File: config.mk
export PLATFORM = sky130hd
export DESIGN_NAME = tail_light_sequencer
export DESIGN_NICKNAME = d
export VERILOG_FILES = /design/src/rtl/tail_light_sequencer_pkg.sv /design/src/rtl/tail_light_sequencer_side_pattern.sv /design/src/rtl/tail_light_sequencer.sv
export SDC_FILE = /design/constraint.sdc
export NUM_CORES = 1
export LEC_CHECK = 0
export CAP_MARGIN = 20
export CORE_ASPECT_RATIO = 0.7
export CORE_MARGIN = 2
export CORE_UTILIZATION = 49
export DETAILED_ROUTE_END_ITERATION = 8
export PLACE_DENSITY = 0.87
export SYNTH_ARGS = -nofsm -noshare
export SYNTH_HDL_FRONTEND = slang
export SYNTH_SLANG_ARGS = --single-unit
File: constraint.sdc
create_clock -name clk -period 2.8 [get_ports clk]
set_input_delay 0.42 -clock clk [delete_from_list [all_inputs] [get_ports clk]]
set_output_delay 0.42 -clock clk [all_outputs]
set_load 0.005 [all_outputs]
File: src/rtl/tail_light_sequencer_pkg.sv
// Shared mode encodings, side-lamp patterns and LED field offsets for the
// Thunderbird-style tail light sequencer.
package tail_light_sequencer_pkg;

    typedef enum logic [2:0] {
        MODE_IDLE    = 3'd0,
        MODE_RIGHT   = 3'd1,
        MODE_LEFT    = 3'd2,
        MODE_BRAKE   = 3'd3,
        MODE_BRAKE_R = 3'd4,
        MODE_BRAKE_L = 3'd5,
        MODE_HAZARD  = 3'd6
    } mode_t;

    // Side patterns are innermost-lamp-first: bit 2 is the lamp next to centre.
    localparam logic [2:0] PAT_P0 = 3'b100;
    localparam logic [2:0] PAT_P1 = 3'b110;
    localparam logic [2:0] PAT_P2 = 3'b111;
    localparam logic [2:0] PAT_P3 = 3'b000;

    localparam int RIGHT_LSB  = 0;
    localparam int CENTER_LSB = 3;
    localparam int LEFT_LSB   = 7;

    function automatic mode_t decode_mode(input logic [3:0] code);
        mode_t m;
        m = MODE_IDLE;
        if (code[3]) begin
            m = MODE_HAZARD;
        end else begin
            case (code[2:0])
                3'b001:  m = MODE_RIGHT;
                3'b011:  m = MODE_LEFT;
                3'b100:  m = MODE_BRAKE;
                3'b110:  m = MODE_BRAKE;
                3'b101:  m = MODE_BRAKE_R;
                3'b111:  m = MODE_BRAKE_L;
                default: m = MODE_IDLE;
            endcase
        end
        return m;
    endfunction

    // Modes in which step pulses move the phase along.
    function automatic logic is_sequencing(input mode_t m);
        return (m == MODE_RIGHT) || (m == MODE_LEFT) || (m == MODE_BRAKE_R) ||
               (m == MODE_BRAKE_L) || (m == MODE_HAZARD);
    endfunction

endpackage

File: src/rtl/tail_light_sequencer_side_pattern.sv
// Maps a sequence phase to the innermost-first 3-lamp side pattern.
module side_pattern
    import tail_light_sequencer_pkg::*;
(
    input  logic [1:0] phase,
    output logic [2:0] pattern
);

    always_comb begin
        pattern = PAT_P3;
        case (phase)
            2'd0:    pattern = PAT_P0;
            2'd1:    pattern = PAT_P1;
            2'd2:    pattern = PAT_P2;
            default: pattern = PAT_P3;
        endcase
    end

endmodule

File: src/rtl/tail_light_sequencer.sv
// Tail light sequencer: decodes the lamp-state code into a mode, steps the
// turn/hazard phase on divider pulses and drives the registered LED bank.
module tail_light_sequencer
    import tail_light_sequencer_pkg::*;
#(
    parameter int SIDE_LAMPS   = 3,
    parameter int CENTER_LAMPS = 4,
    parameter int STEP_HOLD    = 1
) (
    input  logic                                clk,
    input  logic                                rst,
    input  logic                                step,
    input  logic [3:0]                          state,
    output logic [2*SIDE_LAMPS+CENTER_LAMPS-1:0] led,
    output logic [1:0]                          phase
);

    localparam int         LED_W     = 2*SIDE_LAMPS + CENTER_LAMPS;
    localparam logic [3:0] HOLD_LAST = 4'(STEP_HOLD - 1);

    mode_t              mode_q, mode_next, mode_new;
    logic [1:0]         phase_q, phase_next;
    logic [3:0]         hold_cnt, hold_next;
    logic [LED_W-1:0]   led_q, led_next;
    logic [2:0]         right_pat, left_raw, left_pat;

    assign mode_new = decode_mode(state);

    // A mode change restarts the sequence and swallows any concurrent step.
    always_comb begin
        mode_next  = mode_q;
        phase_next = phase_q;
        hold_next  = hold_cnt;
        if (mode_new != mode_q) begin
            mode_next  = mode_new;
            phase_next = 2'd0;
            hold_next  = 4'd0;
        end else if (step && is_sequencing(mode_q)) begin
            if (hold_cnt == HOLD_LAST) begin
                hold_next = 4'd0;
                if (mode_q == MODE_HAZARD) begin
                    phase_next = (phase_q == 2'd0) ? 2'd1 : 2'd0;
                end else begin
                    phase_next = phase_q + 2'd1;
                end
            end else begin
                hold_next = hold_cnt + 4'd1;
            end
        end
    end

    side_pattern u_right (
        .phase   (phase_next),
        .pattern (right_pat)
    );

    side_pattern u_left (
        .phase   (phase_next),
        .pattern (left_raw)
    );

    // The left side's innermost lamp sits at its LSB, so the pattern is mirrored.
    assign left_pat = {left_raw[0], left_raw[1], left_raw[2]};

    always_comb begin
        led_next = '0;
        case (mode_next)
            MODE_RIGHT: begin
                led_next[RIGHT_LSB +: 3] = right_pat;
            end
            MODE_LEFT: begin
                led_next[LEFT_LSB +: 3] = left_pat;
            end
            MODE_BRAKE: begin
                led_next = '1;
            end
            MODE_BRAKE_R: begin
                led_next[CENTER_LSB +: CENTER_LAMPS] = {CENTER_LAMPS{1'b1}};
                led_next[LEFT_LSB +: 3]              = 3'b111;
                led_next[RIGHT_LSB +: 3]             = right_pat;
            end
            MODE_BRAKE_L: begin
                led_next[CENTER_LSB +: CENTER_LAMPS] = {CENTER_LAMPS{1'b1}};
                led_next[RIGHT_LSB +: 3]             = 3'b111;
                led_next[LEFT_LSB +: 3]              = left_pat;
            end
            MODE_HAZARD: begin
                led_next[RIGHT_LSB +: 3] = (phase_next == 2'd0) ? 3'b111 : 3'b000;
                led_next[LEFT_LSB +: 3]  = (phase_next == 2'd0) ? 3'b111 : 3'b000;
            end
            default: begin
                led_next = '0;
            end
        endcase
    end

    always_ff @(posedge clk) begin
        if (rst) begin
            mode_q   <= MODE_IDLE;
            phase_q  <= 2'd0;
            hold_cnt <= 4'd0;
            led_q    <= '0;
        end else begin
            mode_q   <= mode_next;
            phase_q  <= phase_next;
            hold_cnt <= hold_next;
            led_q    <= led_next;
        end
    end

    assign led   = led_q;
    assign phase = phase_q;

endmodule

==> impl_metrics.tcl <==
set metrics [dict create \
    status "finished, final reports clean" \
    dpl.hpwl_um 1570 \
    place_inst 149 \
    grt_pass1_vias 789 \
    design.portCount 19 \
    period_minus_slack_ps 2400 \
    grt_max_degree 12 \
    yosys.area.top_type_share_pct 34.8 \
    ctsResizeCount 0 \
    die_w_um 55.8 \
    cts.path.max_buffers 2 \
    postSynthCellCount 112 \
    synthToLayoutAreaGrowth_pct 24.6 \
    hold_start "hold_cnt[1]" \
    cp-start-kind "input pin" \
    synth_mux_area_share_pct 0 \
    wl_per_cell_um 13.6 \
    synth-xor-area-share_pct 3.80 \
    final_cell_mix "18 x clkdlybuf4s50_1, 16 x dfxtp_1, 15 x a21oi_1" \
    netlist-cell-type-count 37 \
    stdcell_count 153 \
    io_buffer_count 18 \
    synth_top_family_by_area "simple AND/OR/NAND/NOR gates" \
    cts_tree "yes" \
    cap_violations 0 \
    layout.nets 145 \
    die-area_sq_um 2250 \
    irDropWorstVdd_uv 307 \
    ys_seq_area_share_pct 34.8 \
    synthTopCellsByArea "dfxtp_1 35%, a21oi_1 8.2%, ha_1 8.2%" \
    tightest_slew_ps 320 \
    vias 848 \
    synth-compound-area-share_pct 18.2 \
    crit_path_max_fanout 11 \
    arrival_ps 2610 \
    hold_buffers 0 \
    endpoint_kind "flip-flop" \
    cts_buffers 3 \
    firstDrtPassIters 4 \
    synthArstFlopShare_pct 0 \
    fmax_mhz 418 \
    place.gp.congestion 0.915 \
    drtIter0Drc 28 \
    rsz0062_at_grt "no" \
    syn_nets 125 \
    grt_pass1_wl_um 3530 \
    synth-simple-area-share_pct 26.2 \
    crit_start "state[2]" \
    skew_ps 4.43 \
    p_leak_nw 0.446 \
    post-route-drc-count 0 \
    path_class "input pin to flip-flop" \
    antenna_found_initial 0 \
    clk_latency_ps 280 \
    hold_violations 0 \
    synth_seq_cells 16 \
    cts.clk_slew.worst_paths_ps 100 \
    mostFrequentLayoutCell "clkdlybuf4s50_1" \
    cts_max_level 1 \
    critical_path_required_ps 3020 \
    routed_wl_um 2080 \
    start_util_pct 51.0 \
    fin_crit_sh_pct 85.5 \
    finalSetupViolations 0 \
    synth_area_per_cell_sq_um 8.22 \
    yosysWarnings 0 \
    r2r_start "hold_cnt[0]" \
    yosys.area.top_type "dfxtp_1" \
    post_cts_buffers 0 \
    grt_use_total_pct 21.3 \
    tns_ps 0 \
    slew_viol_final 0 \
    drive_gt1_share_pct 9.92 \
    core_area_sq_um 1810 \
    synth-edff-count 0 \
    die_h_um 40.3 \
    numClockSinks 16 \
    slew_headroom_pct 78.6 \
    num_rows 13 \
    synthAdderAreaFrac_pct 8.15 \
    ant_nets 0 \
    antennaDiodeCount 0 \
    power.density_nw_per_um2 436 \
    routed_via_density 5.54 \
    hold_path.class "flip-flop to flip-flop" \
    syn_area_sq_um 921 \
    ys.flop_type "dfxtp_1" \
    grt-ovfl-total 0 \
    cts-root-buf "clkbuf_4" \
]
-- metrics by stage --
step	cell area (sq um)	hold WS (ps)	total power, mW	util (%)	setup slack, ps
floorplan	921	479	0.310	-	779
global placement	1110	492	0.348	61.5	203
detailed placement	1110	518	0.352	61.5	139
CTS	1150	533	0.501	63.5	403
global route	1150	573	0.531	63.5	181
finish	1150	527	0.500	63.5	405
-- logic make-up after synthesis --
group                    count (synthesis)
AND/OR/NAND/NOR                         44
XOR/XNOR                                 4
AO/OA/AOI/OAI                           27
adder cells (fa/ha/maj)                  6
flip-flops                              16
buffers and inverters                   15
-- synth_stat cells, types with 2 or more instances --
library cell / n
nand3b_1: 2
xor2_1: 2
nand4_1: 2
ha_1: 6
and3_1: 2
nand2_1: 10
a31oi_1: 2
nor2_1: 6
dfxtp_1: 16
buf_2: 2
buf_4: 4
nand3_1: 3
nor3_1: 5
or3_1: 2
inv_1: 7
nor2b_1: 4
a21oi_1: 15
nand2b_1: 2
xnor2_1: 2
-- layer usage --
layer	GRT usage (%)	vias up	part of all wire, %
met4	8.93	0	0.58
li1	-	423	-
met2	37.5	30	45
met5	0	-	0
met1	27.3	393	49
met3	3.23	2	4.8
-- where the power goes --
group	leakage [nW]	switching, mW	internal (mW)
registers	0.132	0.00726	0.239
logic	0.293	0.0487	0.0532
clock network	0.0210	0.0728	0.0791
-- registers in the layout, indices dropped and copies added, names as in the netlist --
name,flops
led,7
mode_q,3
phase,2
hold_cnt,4
-- path summary, 6_finish.rpt --
kind	slack (ps)	end	cells past startpoint
worst min register to register	530	hold_cnt[1]	2
worst max-delay path	400	led[7]	9
worst max register to register	460	led[9]	11
worst min-delay path	530	hold_cnt[1]	2
-- area by class of cell --
class | instances | area [sq um]
repair buffers | 23 | 218
multi-input cells | 81 | 519
flip-flops and latches | 16 | 320
well taps | 22 | 27.5
clock buffers | 4 | 36.3
inverters | 7 | 26.3
fillers | 151 | 658
-- worst max-delay path, cell delays in order --
cell and delay [ps]:
clkdlybuf4s50_1 660, and3b_1 230, nor2_1 80, o22ai_1 110
o21a_1 230, nor2b_1 160, ha_1 210, a311o_1 360
a21oi_1 150
Power figures use the tool's default switching activity.
